## src/rtl/scene_sequencer.sv

```systemverilog
// Frame-level scene scheduler: fires one tick per frame on the first blanking line
// and walks each scene through FADE_IN -> SHOW -> FADE_OUT on those ticks.
module scene_sequencer #(
  parameter int NUM_SCENES   = 4,
  parameter int SCENE_FRAMES = 240,
  parameter int FRAME_LINE   = 480
) (
  input  logic        clk,
  input  logic        reset,
  input  logic [9:0]  hpos,
  input  logic [9:0]  vpos,
  input  logic        pause,
  input  logic        skip,
  output logic        frame_tick,
  output logic [15:0] frame_count,
  output logic [3:0]  scene,
  output logic [7:0]  scene_frame,
  output logic [3:0]  fade,
  output logic [1:0]  phase
);

  typedef enum logic [1:0] {
    FADE_IN  = 2'd0,
    SHOW     = 2'd1,
    FADE_OUT = 2'd2
  } state_t;

  localparam logic [3:0] LAST_SCENE = 4'(NUM_SCENES - 1);
  localparam logic [7:0] LAST_FRAME = 8'(SCENE_FRAMES - 1);
  localparam logic [9:0] TICK_LINE  = 10'(FRAME_LINE);

  state_t state;
  logic   skip_prev;
  logic   skip_pending;
  logic   tick_cond;
  logic   skip_edge;

  assign tick_cond = (hpos == 10'd0) && (vpos == TICK_LINE);
  assign skip_edge = skip && !skip_prev;
  assign phase     = state;

  // A skip edge landing on an unpaused tick survives the clear and is served next tick.
  always_ff @(posedge clk) begin
    if (reset) begin
      state        <= FADE_IN;
      frame_tick   <= 1'b0;
      frame_count  <= 16'd0;
      scene        <= 4'd0;
      scene_frame  <= 8'd0;
      fade         <= 4'd0;
      skip_prev    <= 1'b0;
      skip_pending <= 1'b0;
    end else begin
      frame_tick <= tick_cond;
      skip_prev  <= skip;
      if (!tick_cond || pause) begin
        skip_pending <= skip_pending | skip_edge;
      end
      if (tick_cond) begin
        frame_count <= frame_count + 16'd1;
        if (!pause) begin
          skip_pending <= skip_edge;
          case (state)
            FADE_IN: begin
              if (skip_pending) begin
                state <= FADE_OUT;
              end else begin
                fade <= fade + 4'd1;
                if (fade == 4'd14) begin
                  state       <= SHOW;
                  scene_frame <= 8'd0;
                end
              end
            end
            SHOW: begin
              if (skip_pending || scene_frame == LAST_FRAME) begin
                state <= FADE_OUT;
              end else begin
                scene_frame <= scene_frame + 8'd1;
              end
            end
            FADE_OUT: begin
              // fade==0 here only when a skip was taken from a black FADE_IN.
              if (fade <= 4'd1) begin
                fade  <= 4'd0;
                state <= FADE_IN;
                scene <= (scene == LAST_SCENE) ? 4'd0 : scene + 4'd1;
              end else begin
                fade <= fade - 4'd1;
              end
            end
            default: state <= FADE_IN;
          endcase
        end
      end
    end
  end

endmodule

```

## config.mk

```make
export PLATFORM = sky130hd
export DESIGN_NAME = scene_sequencer
export DESIGN_NICKNAME = d
export VERILOG_FILES = /design/src/rtl/scene_sequencer.sv
export SDC_FILE = /design/constraint.sdc
export NUM_CORES = 1
export LEC_CHECK = 0
export CAP_MARGIN = 10
export CORE_ASPECT_RATIO = 0.9
export CORE_UTILIZATION = 50
export CTS_CLUSTER_DIAMETER = 200
export DETAILED_ROUTE_END_ITERATION = 8
export GPL_TIMING_DRIVEN = 0
export PLACE_DENSITY = 0.94
export SYNTH_ARGS = -nofsm -noshare
export SYNTH_HDL_FRONTEND = slang
export SYNTH_SLANG_ARGS = --single-unit
```

## constraint.sdc

```tcl
create_clock -name clk -period 3.2 [get_ports clk]
set_input_delay 0.64 -clock clk [delete_from_list [all_inputs] [get_ports clk]]
set_output_delay 0.64 -clock clk [all_outputs]
set_load 0.03 [all_outputs]
```

# Yosys cells after proc, flatten, opt, wreduce, memory -nomap -nowiden
# Cells that the tools add are included.
dict set report classes {
  eq_ne 12
  muxes 16
  order_cmp 1
  add_sub_neg 5
  reduce_logical 14
  bitwise 2
}
# cell n
set ops {}
lappend ops {{8-bit 2-to-1 mux} 3}
lappend ops {{16-bit by 1-bit adder with 16-bit output, second input constant} 1}
lappend ops {{8-bit one-hot mux with 2 select lines} 1}
lappend ops {{4-bit 2-to-1 mux} 3}
lappend ops {{10-bit by 9-bit equality test with 1-bit output, second input constant} 1}
lappend ops {{10-bit zero test} 1}
lappend ops {{2-bit != test, second input constant} 5}
lappend ops {{4-bit by 1-bit adder with 4-bit output, second input constant} 2}
lappend ops {{8-bit by 1-bit adder with 8-bit output, second input constant} 1}
lappend ops {{8-bit equality test, second input constant} 1}
lappend ops {{2-bit 2-to-1 mux} 4}
lappend ops {{4-bit one-hot mux with 2 select lines} 1}
lappend ops {{4-bit AND reduction} 2}
lappend ops {{2-bit one-hot mux with 3 select lines} 1}
lappend ops {{6-bit AND reduction} 1}
lappend ops {{5-bit AND reduction} 1}
lappend ops {{4-bit by 2-bit equality test with 1-bit output, second input constant} 1}
lappend ops {{4-bit equality test, second input constant} 1}
lappend ops {{4-bit by 1-bit less-or-equal comparator with 1-bit output, second input constant} 1}
lappend ops {{2-bit nonzero test} 2}
lappend ops {{4-bit by 1-bit subtractor with 4-bit output, second input constant} 1}
lappend ops {{1-bit 2-to-1 mux} 3}
lappend ops {{3-bit != test, second input constant} 1}
lappend ops {{2-bit by 1-bit equality test with 1-bit output, second input constant} 1}
lappend ops {{other kinds (7)} 10}
dict set report word_totals {
  reg_bits 37
  elab_cells 58
}

# Longest topological paths before layout
# Gate-level depths: netlist of the first run.
dict set report logic_depth {
  word_depth 7
  depth_mapped 8
  mapped_depth_nobuf 7
}

# Worst setup path after synthesis of the first run
# OpenSTA, ideal clock, no wires.
dict set report synth_timing {
  path_kind {input -> register}
  from {input vpos[0]}
  to {register scene_frame[4]}
  setup_slack_ps 954
  setup_time_ps 70
  n_path_buf 1
  t_arrival_ps 2176
  cell_stages 6
  cell_sequence {nor4_2 > nand3_1 > or4_4 > buf_2 > or3_1 > a21oi_1}
}
dict set report synth_via {
  elab_chain_cells 3
}
# item line_no
set synth_rtl {}
lappend synth_rtl {{start, declared} 11} ;# input logic [9:0] vpos,
lappend synth_rtl {{10-bit by 9-bit equality test with 1-bit output} 38} ;# assign tick_cond = (hpos == 10'd0) && (vpos == TICK_LINE);
lappend synth_rtl {{1-bit logical AND} 38}
lappend synth_rtl {{6-bit AND reduction (no line)} -}
lappend synth_rtl {{end signal, assigned} 79} ;# scene_frame <= scene_frame + 8'd1;
lappend synth_rtl {{end, declared} 17} ;# output logic [7:0] scene_frame,
# Every way passes these cells.
# A chain may end at the register's enable or synchronous reset.

# Final worst setup path of the first run
# Ends and elaborated chain as after synthesis.

==> run summary, run 1 <==
The worst setup path is launched from an input port. The core area came out at 3760 um2. The starting utilization of the core area is 53.1%. Clock tree synthesis found a total of 37 sinks. In the routed layout, each cell is associated on average with a via count of 5.95. The most common library cell in the layout ignoring fill and taps is sky130_fd_sc_hd__clkdlybuf4s50_1. The cell sitting at the root of the clock tree is a sky130_fd_sc_hd__clkbuf_8.

Global routing consumed, over all layers together, 26.3% of the routing resources. Setup repair after global routing left no endpoint under its margin. The headroom to the max-slew limit is 58.6%. The total negative setup slack is 0 ps. Setup violations remaining at the end of the flow were counted as 0. The signal arrival time at the worst endpoint is 2810 ps. The number of buffers inserted to repair setup after CTS came out at 0. The number of nets in the layout came out at 342. The routed design has 5.47 mm of wire.

The reg-to-reg startpoint is fade[0]. The total die area came out at 4250 um2. Averaged over all synthesized cells, the footprint is 8.07 um2. The static leakage came out at 0.000884 uW. The count of unique library cells instantiated by Yosys came out at 42. The maximum number of pins on one net before global-route repair is 12.

Of the cells placed in the final design, the portion with a size suffix greater than 1 is 3.85%. In this run, post-CTS hold repair placed 0 buffers. Synthesis produced 247 cells. The flow ran to the end, and the final reports show no timing, DRC or antenna violations. The number of global-route vias before repair came out at 1,835. The global placement routability congestion came out at 0.862. The synthesized netlist net count is 278. The maximum fanout encountered on the critical timing path came out at 10. The area fraction in compound gates after synthesis is 17.9%. The share of the synthesized area in the top cell type is 37.1%.

On the final layout, the worst hold slack is 510 ps. The iteration count of the initial detailed-routing pass came out at 5. The post-layout minimum cycle time is 2590 ps.

For this run, the number of Yosys warnings is 0. For the pin with the worst max-slew slack, the measured transition is 616 ps. The worst slack at placement came out at 312 ps. The detailed router finished its first iteration with 180 violations.

The total count of hold-check failures in the final report came out at 0. The power per standard cell area came out at 309 nW/um2. The portion of netlist area occupied by mux cells came out at 2.01%. The tool flagged a number of max-cap violations equal to 0.

The final clock period utilization by the worst path came out at 80.8%. In this run the tool buffered the top-level ports with 57 buffer cells. Clock skew on the completed layout was measured at 5.03 ps. In this run the vertical extent of the chip is 61.9 um. Of the synthesized area, sequential elements account for 37.1%. The count of inserted antenna diode cells is 0. After detailed routing, the number of remaining DRC violations is 0. The cell count after placement is 350. The count of pins over their slew limit is 0. The final setup slack of the worst path came out at 615 ps. The clock transition at the registers of the reported paths came out at 70 ps.

The wire length of the first global-routing pass came out at 8.07 mm. The number of buffers inserted during clock tree synthesis is 5. Leaving out filler cells and counting taps, the final layout contains 358.

The final routed wire length divided by cell count came out at 15.3 um. After synthesis, the largest family of logic cells by area is simple AND/OR/NAND/NOR gates. The layout-stage area growth over the synthesis result came out at 35.6%. The flip-flop and latch count after synthesis came out at 37. Of the total synthesized cell area, the portion taken by XOR and XNOR cells is 3.51%. The worst-skew pair later-pin latency came out at 300 ps. The number of placement rows is 21. The number of ports placed on the die boundary came out at 59. The critical path in this run is classified as input port to flip-flop. Of the total synthesized cell area, the portion taken by AND, OR, NAND and NOR gates is 30.5%. The fraction of the mapped netlist area in adder cells is 4.39%. The required time of the critical path came out at 3420 ps. For this block, the via count after detailed routing is 2,129. The maximum resistive drop on vdd came out at 0.000233 V. The startpoint identified for the worst hold timing path is scene_frame[7]. The worst setup path is captured at a flip-flop. The count of cells resized by post-cts repair is 0. The count of nets left with antenna violations once routing finished came out at 0. In this run the deepest clock path goes through 2 buffers. The timing-limited maximum frequency came out at 387 MHz. The critical path launch point is vpos[0]. Summed over all nets, the half-perimeter wirelength after detailed placement is 3.86 mm. The number of antenna violations at the first check in global routing came to 0. The cell area after synthesis is 1990 um2.

The library cells used most frequently in the layout, excluding fill and tap cells, are sky130_fd_sc_hd__clkdlybuf4s50_1 (57), sky130_fd_sc_hd__dfxtp_1 (37), sky130_fd_sc_hd__nor2_1 (28). The synthesized design spends more area on one cell type than any other, namely sky130_fd_sc_hd__dfxtp_1. The TritonCTS clock tree is done. The worst hold path belongs to the class flip-flop to flip-flop. The die extent in x came out at 68.6 um. The final global-route overflow total came out at 0. The number of levels in the clock H-tree is 2.

Yosys attributes the largest share of cell area to sky130_fd_sc_hd__dfxtp_1 (37%), sky130_fd_sc_hd__nor2_1 (5.3%), sky130_fd_sc_hd__a21oi_1 (5.0%).
flip-flops by register name (all words and copies together), names as in the netlist:
signal / cells
skip_pending: 1
fade: 4
frame_count: 16
phase: 2
scene: 4
frame_tick: 1
scene_frame: 8
skip_prev: 1
synth_stat cells:
library cell and instances:
sky130_fd_sc_hd__a211oi_1 1, sky130_fd_sc_hd__a21oi_1 20, sky130_fd_sc_hd__a22oi_1 1, sky130_fd_sc_hd__a31o_1 3, sky130_fd_sc_hd__a31oi_1 2, sky130_fd_sc_hd__a32oi_1 1, sky130_fd_sc_hd__a41oi_1 2, sky130_fd_sc_hd__and2_1 2
sky130_fd_sc_hd__and3_1 6, sky130_fd_sc_hd__and4_1 2, sky130_fd_sc_hd__and4b_1 1, sky130_fd_sc_hd__buf_2 1, sky130_fd_sc_hd__clkbuf_1 11, sky130_fd_sc_hd__dfxtp_1 37, sky130_fd_sc_hd__ha_1 7, sky130_fd_sc_hd__inv_1 12
sky130_fd_sc_hd__mux2i_1 4, sky130_fd_sc_hd__nand2_1 12, sky130_fd_sc_hd__nand2b_1 2, sky130_fd_sc_hd__nand3_1 9, sky130_fd_sc_hd__nand4_1 7, sky130_fd_sc_hd__nand4b_1 3, sky130_fd_sc_hd__nor2_1 28, sky130_fd_sc_hd__nor2b_1 2
sky130_fd_sc_hd__nor3_1 6, sky130_fd_sc_hd__nor3b_1 1, sky130_fd_sc_hd__nor4_1 5, sky130_fd_sc_hd__nor4_2 1, sky130_fd_sc_hd__nor4b_1 2, sky130_fd_sc_hd__nor4b_2 2, sky130_fd_sc_hd__o211ai_1 3, sky130_fd_sc_hd__o21a_1 1
sky130_fd_sc_hd__o21ai_0 14, sky130_fd_sc_hd__o21ai_1 6, sky130_fd_sc_hd__o21bai_1 2, sky130_fd_sc_hd__o2bb2ai_1 1, sky130_fd_sc_hd__o31ai_1 3, sky130_fd_sc_hd__or3_1 10, sky130_fd_sc_hd__or4_1 5, sky130_fd_sc_hd__or4_4 1
sky130_fd_sc_hd__xnor2_1 6, sky130_fd_sc_hd__xor2_1 2
worst paths after layout:
| kind | end | cells after the start | slack [ps] |
|---|---|---|---|
| max reg2reg | scene[3] | 7 | 920 |
| max | scene_frame[4] | 7 | 610 |
| min | scene_frame[7] | 2 | 510 |
| min reg2reg | scene_frame[7] | 2 | 510 |
kinds of logic after synthesis:
| logic type | Yosys count |
|---|---|
| mux | 4 |
| compound gates | 60 |
| flops | 37 |
| simple gates | 107 |
| xor+xnor | 8 |
| fa+ha+maj | 7 |
| buf+inv | 24 |
power by group:
group          leakage [uW]  switching [uW]  internal (uW)
sequential         0.000298            1.24            462
combinational      0.000541            20.7           28.7
clock             0.0000450             172            151
layout make-up:
class / instances / area (um2)
Buffer: 12 / 46.3
Clock buffer: 6 / 72.6
Tap cell: 46 / 57.6
Timing Repair Buffer: 57 / 571
Inverter: 12 / 45.0
Fill cell: 306 / 1050
Clock inverter: 2 / 10.0
Sequential cell: 37 / 741
Multi-Input combinational cell: 186 / 1160
through the flow:
| step | cell area, um2 | power, uW | utilization (%) |
|---|---|---|---|
| final | 2710 | 835 | 72.0 |
| after CTS | 2710 | 837 | 72.0 |
| after global routing | 2710 | 859 | 72.0 |
| after floorplan | 1990 | 488 | - |
| after global placement | 2620 | 521 | 69.8 |
| after detailed placement | 2620 | 522 | 69.8 |
critical path: stages:
cell	delay, ps
sky130_fd_sc_hd__clkdlybuf4s50_1	410
sky130_fd_sc_hd__nor4_2	300
sky130_fd_sc_hd__nand3_1	170
sky130_fd_sc_hd__or4_4	590
sky130_fd_sc_hd__buf_2	210
sky130_fd_sc_hd__or3_1	310
sky130_fd_sc_hd__a21oi_1	160
layer usage:
| metal | GRT usage (%) | up-vias | wire, um |
|---|---|---|---|
| li1 | - | 1033 | - |
| met1 | 31.2 | 993 | 2350 |
| met2 | 44.0 | 94 | 2690 |
| met3 | 8.39 | 9 | 349 |
| met4 | 11.0 | 0 | 82 |
| met5 | 0 | - | 0 |
(Power assumes the default switching activity.)
==> run 2, diff against run 1 <==
--- a/config.mk
+++ b/config.mk
@@ -7,11 +7,11 @@
 export LEC_CHECK = 0
 export CAP_MARGIN = 10
 export CORE_ASPECT_RATIO = 0.9
-export CORE_UTILIZATION = 50
+export CORE_UTILIZATION = 42
 export CTS_CLUSTER_DIAMETER = 200
 export DETAILED_ROUTE_END_ITERATION = 8
 export GPL_TIMING_DRIVEN = 0
-export PLACE_DENSITY = 0.94
+export PLACE_DENSITY = 0.85
 export SYNTH_ARGS = -nofsm -noshare
 export SYNTH_HDL_FRONTEND = slang
 export SYNTH_SLANG_ARGS = --single-unit
==> constraint.sdc (replaced) <==
create_clock -name clk -period 2.25 [get_ports clk]
set_input_delay 0.45 -clock clk [delete_from_list [all_inputs] [get_ports clk]]
set_output_delay 0.45 -clock clk [all_outputs]
set_load 0.03 [all_outputs]
==> run summary, run 2 (synthesis results as in run 1) <==
The flow ran to the end, and the final reports show no timing, DRC or antenna violations. The global placement routability congestion came out at 0.826. The static leakage came out at 0.00110 uW. The TritonCTS clock tree is done.

In this run switching power makes up 22.7% of total power. After clock tree synthesis, the clock-pin slew on the worst setup and hold paths is 70 ps. After detailed placement, the total cell area comes to 2640 um2. The slowest stage of the critical path is the sky130_fd_sc_hd__or4_4 cell. The number of hold buffers added after cts is 0. The worst-margin pin slew is 593 ps. The floorplan has 23 rows. The headroom to the max-slew limit is 60.5%. The number of buffers inserted by port buffering is 57. The total chip power is 1180 uW.

The register with the most flip-flops in the layout has 16 of them. The setup slack of the most critical reg-to-reg path is 100 ps. The DRC violation count after routing came out at 0. The worst setup path is captured at a flip-flop.

For the final database, setup skew stands at 5.59 ps. The number of antenna violations at the first check in global routing is 0. Walking the worst path, the cells encountered are dlygate4sd2_1, nor4_4, nand3_2, or4_4, buf_6, or3_4, a21oi_2.

In this run the power spent charging and discharging nets is 269 uW. The maximum clock path buffer count is 2. The DRC violation total after the first TritonRoute iteration is 163. Across all layers, the routed design uses 2,127 vias. The final routed wire length divided by cell count is 14.8 um.

The number of stages on the worst setup path came out at 7. Entering global routing, the biggest net connects 11 pins. The wire length reported by the detailed router came out at 5.63 mm. The sum of net half-perimeters after detailed placement is 3.68 mm. The signal arrival time at the worst endpoint came out at 2390 ps. The floorplan step defined a die boundary enclosing 5030 um2. The required time of the critical path came out at 2470 ps. The layout filler cell count is 377.

Leaving out fill and tap cells, the most frequent cell in the layout is sky130_fd_sc_hd__clkdlybuf4s50_1. The cell count after placement is 366. The tree is rooted in a sky130_fd_sc_hd__clkbuf_8. From synthesis to final layout, the design area changed by 46.2%. The final cell area excluding filler cells is 2920 um2. The max-cap violation count is 0.

The clock network is responsible for 37.8% of the overall power. The total count of hold-check failures in the final report came out at 0. The number of ports placed on the die boundary is 59.

The power per standard cell area is 406 nW/um2. The H-tree was split into 2 levels. Global routing finished with a remaining overflow of 0. The maximum fanout encountered on the critical timing path came out at 7. The clock reaches the later pin of the worst-skew pair after 290 ps.

The count of pins over their slew limit is 0. The clock drives 37 sinks. The core area came out at 4520 um2. The largest registers in the layout are frame_count: 16 flops, scene_frame: 8 flops. The library cells used most frequently in the layout, excluding fill and tap cells, are sky130_fd_sc_hd__clkdlybuf4s50_1 (38), sky130_fd_sc_hd__dfxtp_1 (35), sky130_fd_sc_hd__nor2_1 (27).

The post-layout minimum cycle time came out at 2170 ps. Using the TritonRoute via totals, the vias-per-cell ratio works out to 5.58. The number of global-route vias before repair was 1,842.

The share of post-route cells with drive strength above 1 is 9.72%. The antenna violation net count after detailed routing came out at 0. The depth of the worst register-to-register path came out at 7. The largest stage delay on the critical path is 590 ps. Ranked by flip-flop count, first place goes to frame_count. The critical setup path kind is input port to flip-flop.

The number of cells traversed by the worst hold path is 2. The finished layout holds 381 standard cells, fillers aside. The maximum resistive drop on vdd is 0.000285 V. In this run, CTS created clock tree buffers numbering 5.

Global routing used 21.9% of the available tracks across all layers. The iteration count of the initial detailed-routing pass came out at 5. The sequential power share is 55.7%. For this run, the top clock speed supported by timing is 461 MHz. The kind of cell with the highest combined delay along the critical path is simple AND/OR/NAND/NOR gates. The floorplan step set the die height to 67.4 um.

The cell-internal power came out at 915 uW. The final clock period utilization by the worst path is 96.4%. The wire length of the first global-routing pass came out at 8.29 mm. STA classifies the critical path startpoint as an input port. In this run the worst hold path is classified as flip-flop to flip-flop. Setup violations remaining at the end of the flow were counted as 0. Combinational logic burns 6.5% of the power. The combined buffer and inverter count along the critical path came out at 2. The initial utilization of the core area, before any placement, comes to 44.1%. The number of nets in the layout is 349.

The count of inserted antenna diode cells is 0. The die extent in x is 74.6 um.
run 2: metal layers:
| metal | part of all wire, % | wire [um] | GRT usage, % | vias up |
|---|---|---|---|---|
| li1 | - | - | - | 1050 |
| met1 | 46 | 2560 | 28.9 | 984 |
| met2 | 47 | 2630 | 33.8 | 78 |
| met3 | 5.2 | 290 | 4.78 | 15 |
| met4 | 2.6 | 147 | 10.1 | 0 |
| met5 | 0 | 0 | 0 | - |
run 2: through the flow:
stage / hold WS, ps / util, % / worst slack, ps / setup TNS [ps]
after floorplan: 495 / - / 115 / 0
after global placement: 488 / 58.5 / -411 / -6040
after detailed placement: 505 / 58.5 / -429 / -6850
after CTS: 517 / 61.7 / -22.7 / -22.7
after global routing: 557 / 64.5 / -5.24 / -5.24
final: 518 / 64.5 / 80.5 / 0
run 2: final cells by class:
| class | count | area (um2) | area share [%] |
|---|---|---|---|
| well taps | 62 | 77.6 | 2.66 |
| multi-input cells | 186 | 1250 | 43.0 |
| flip-flops and latches | 37 | 743 | 25.5 |
| clock buffers | 8 | 80.1 | 2.75 |
| plain buffers | 11 | 50.0 | 1.72 |
| repair buffers | 65 | 667 | 22.9 |
| inverters | 12 | 45.0 | 1.55 |
run 2: power groups by stage:
| stage | registers, uW | clock network, uW | logic (uW) |
|---|---|---|---|
| after floorplan | 673 | 0 | 21.3 |
| after global placement | 673 | 0 | 68.2 |
| after detailed placement | 673 | 0 | 70.3 |
| after CTS | 658 | 451 | 71.5 |
| after global routing | 658 | 480 | 83.3 |
| final | 659 | 447 | 77.3 |
run 2: path summary, 6_finish.rpt:
check,start,end
setup reg to reg,scene_frame[0],scene_frame[4]
hold reg to reg,scene_frame[7],scene_frame[7]
hold / removal,scene_frame[7],scene_frame[7]
setup / recovery,vpos[4],scene_frame[4]
run 2: tightest hold or removal path, cell delays in order, from the launching register on:
cell	delay [ps]
sky130_fd_sc_hd__dfxtp_1	340
sky130_fd_sc_hd__o21ai_1	80
sky130_fd_sc_hd__a21oi_1	60
run 2: repair_timing:
item,4_1_cts,5_1_grt
gates resized for setup,11,30
buffers inserted,4,4
pin swaps,8,11
endpoints found under the setup margin,13,20
==> run 3, diff against run 2 <==
--- a/config.mk
+++ b/config.mk
@@ -5,13 +5,15 @@
 export SDC_FILE = /design/constraint.sdc
 export NUM_CORES = 1
 export LEC_CHECK = 0
-export CAP_MARGIN = 10
+export CAP_MARGIN = 5
 export CORE_ASPECT_RATIO = 0.9
 export CORE_UTILIZATION = 42
 export CTS_CLUSTER_DIAMETER = 200
 export DETAILED_ROUTE_END_ITERATION = 8
 export GPL_TIMING_DRIVEN = 0
 export PLACE_DENSITY = 0.85
+export RECOVER_POWER = 25
+export SLEW_MARGIN = 20
 export SYNTH_ARGS = -nofsm -noshare
 export SYNTH_HDL_FRONTEND = slang
 export SYNTH_SLANG_ARGS = --single-unit
==> run summary, run 3 (synthesis results as in run 1) <==
The total negative setup slack came out at 0 ps. The worst setup path is of the input port to flip-flop kind. The total number of clock tree sinks is 37. The number of ports placed on the die boundary came out at 59. The signal arrival time at the worst endpoint came out at 2390 ps. The share of post-route cells with drive strength above 1 is 9.40%. Global routing used 21.9% of the available tracks.

Setup violations remaining at the end of the flow were counted as 0. The post-layout minimum cycle time is 2170 ps. The global placement routability congestion is 0.826. The count of inserted antenna diode cells came out at 0.

The static leakage is 0.00112 uW. The cell count after placement came out at 366. The power per standard cell area came out at 406 nW/um2. The maximum clock path buffer count is 2. The final layout contains routed wiring with a total length of 5.62 mm. In this run the worst path has a maximum fanout of 7.

The flow ran to the end, and the final reports show no timing, DRC or antenna violations. The number of levels in the clock H-tree is 2. The die is 74.6 um wide. The DRC violation count after routing is 0.

The number of global-route vias before repair came out at 1,842. After detailed routing, the average wire length per cell comes to 14.7 um. The final cell area excluding filler cells came out at 2910 um2.

The launching element type of the critical path is an input port. The largest registers in the layout are frame_count: 16 flops, scene_frame: 8 flops. Clock-pin slew was measured on the worst setup and hold paths at 70 ps. The number of buffers inserted during clock tree synthesis is 5. Data on the critical path is required at its endpoint by 2470 ps. The number of buffers inserted by port buffering is 57. Based on the critical path, the design can be clocked at up to 461 MHz. The count of pins over their slew limit is 0. The initialized floorplan defines 23 standard-cell rows. For this block, the initial DRC count from the detailed router was 132. The final global-route overflow total is 0. The core area came out at 4520 um2. The total count of hold-check failures in the final report came out at 0.

The final clock period utilization by the worst path came out at 96.5%. For the pin with the worst max-slew slack, the measured transition is 595 ps. The number of antenna violations at the first check in global routing is 0. TritonCTS built the clock tree. The top cell types in the final layout, fill and taps aside, are sky130_fd_sc_hd__dfxtp_1 (35), sky130_fd_sc_hd__clkdlybuf4s50_1 (29), sky130_fd_sc_hd__nor2_1 (27). The worst setup path is captured at a flip-flop. Summed over all nets, the half-perimeter wirelength after detailed placement is 3.68 mm. The antenna violation net count after detailed routing is 0. The layout filler cell count is 378.

The number of vias per cell after detailed routing came out at 5.59. In this run the clock root is driven by a sky130_fd_sc_hd__clkbuf_8. The layout-stage area growth over the synthesis result is 45.9%. Entering global routing, the biggest net connects 11 pins.

At the later pin of the worst-skew pair, clock insertion delay measures 290 ps. The maximum resistive drop on vdd came out at 0.000283 V. The routed via count came out at 2,129. The area of placed instances is 2640 um2. In the final design database the tool counted 349 nets. The max-cap violation count is 0. The kind of path behind the tightest hold check is flip-flop to flip-flop. The flip-flop count of the largest register, all copies and words added is 16. The wire length of the first global-routing pass came out at 8.29 mm. The total die area is 5030 um2. The final cell count without fillers is 381.

The number of hold buffers added after cts is 0. The worst clock skew on the final layout is 5.55 ps. In this run the vertical extent of the chip is 67.4 um. The total chip power is 1180 uW. The final core utilization is 64.4%.

Ranked by flip-flop count, first place goes to frame_count. The headroom to the max-slew limit came out at 60.3%. The starting utilization of the core area is 44.1%. The iteration count of the initial detailed-routing pass is 4. The most common library cell in the layout ignoring fill and taps is sky130_fd_sc_hd__dfxtp_1.
[run 3: changes by cell type in the layout (fill, tap and decap cells not counted), sizes merged]
cell           previous run  this run
dlygate4sd3               0         9
clkdlybuf4s50            38        29
[run 3: worst max-delay path: stages]
cell,delay (ps)
sky130_fd_sc_hd__dlygate4sd2_1,260
sky130_fd_sc_hd__nor4_4,320
sky130_fd_sc_hd__nand3_2,130
sky130_fd_sc_hd__or4_4,590
sky130_fd_sc_hd__buf_6,160
sky130_fd_sc_hd__or3_4,360
sky130_fd_sc_hd__a21oi_2,120
[run 3: layout make-up]
cell class	count	area, um2	share of cell area (%)
Timing Repair Buffer	65	667	22.9
Tap cell	62	77.6	2.67
Buffer	11	50.0	1.72
Inverter	12	45.0	1.55
Sequential cell	37	743	25.5
Multi-Input combinational cell	186	1250	42.9
Clock buffer	8	80.1	2.75
[run 3: worst paths after layout]
path,cells past startpoint,start,slack [ps],end
worst max register to register,7,scene_frame[0],100,scene_frame[4]
worst min-delay path,2,frame_count[10],520,frame_count[10]
worst max-delay path,7,vpos[4],80,scene_frame[4]
worst min register to register,2,frame_count[10],520,frame_count[10]
[run 3: repair_timing]
action / 4_1_cts / 5_1_grt
setup endpoints to repair: 13 / 20
pin swaps: 8 / 11
setup buffers: 4 / 4
gates resized for setup: 11 / 30
[run 3: stage by stage]
| step | hold slack, ps | setup slack, ps |
|---|---|---|
| 2_1_floorplan | 495 | 115 |
| 3_3_place_gp | 488 | -411 |
| 3_5_place_dp | 505 | -429 |
| 4_1_cts | 517 | -22.7 |
| 5_1_grt | 554 | -5.24 |
| 6_report | 516 | 79.0 |
[run 3: where the power goes]
| group | internal [uW] | total [uW] | leakage [uW] | switching [uW] |
|---|---|---|---|---|
| logic | 37.5 | 77.1 | 0.000785 | 39.6 |
| registers | 657 | 659 | 0.000299 | 1.83 |
| clock network | 220 | 445 | 0.0000395 | 225 |
| total | 914 | 1180 | 0.00112 | 267 |
[run 3: layer usage]
layer	vias to the layer above	global-route usage, %	share of wire [%]
met5	-	0	0
met4	0	10.1	2.8
met3	18	4.78	5.9
met2	86	33.8	47
met1	975	28.9	45
li1	1050	-	-
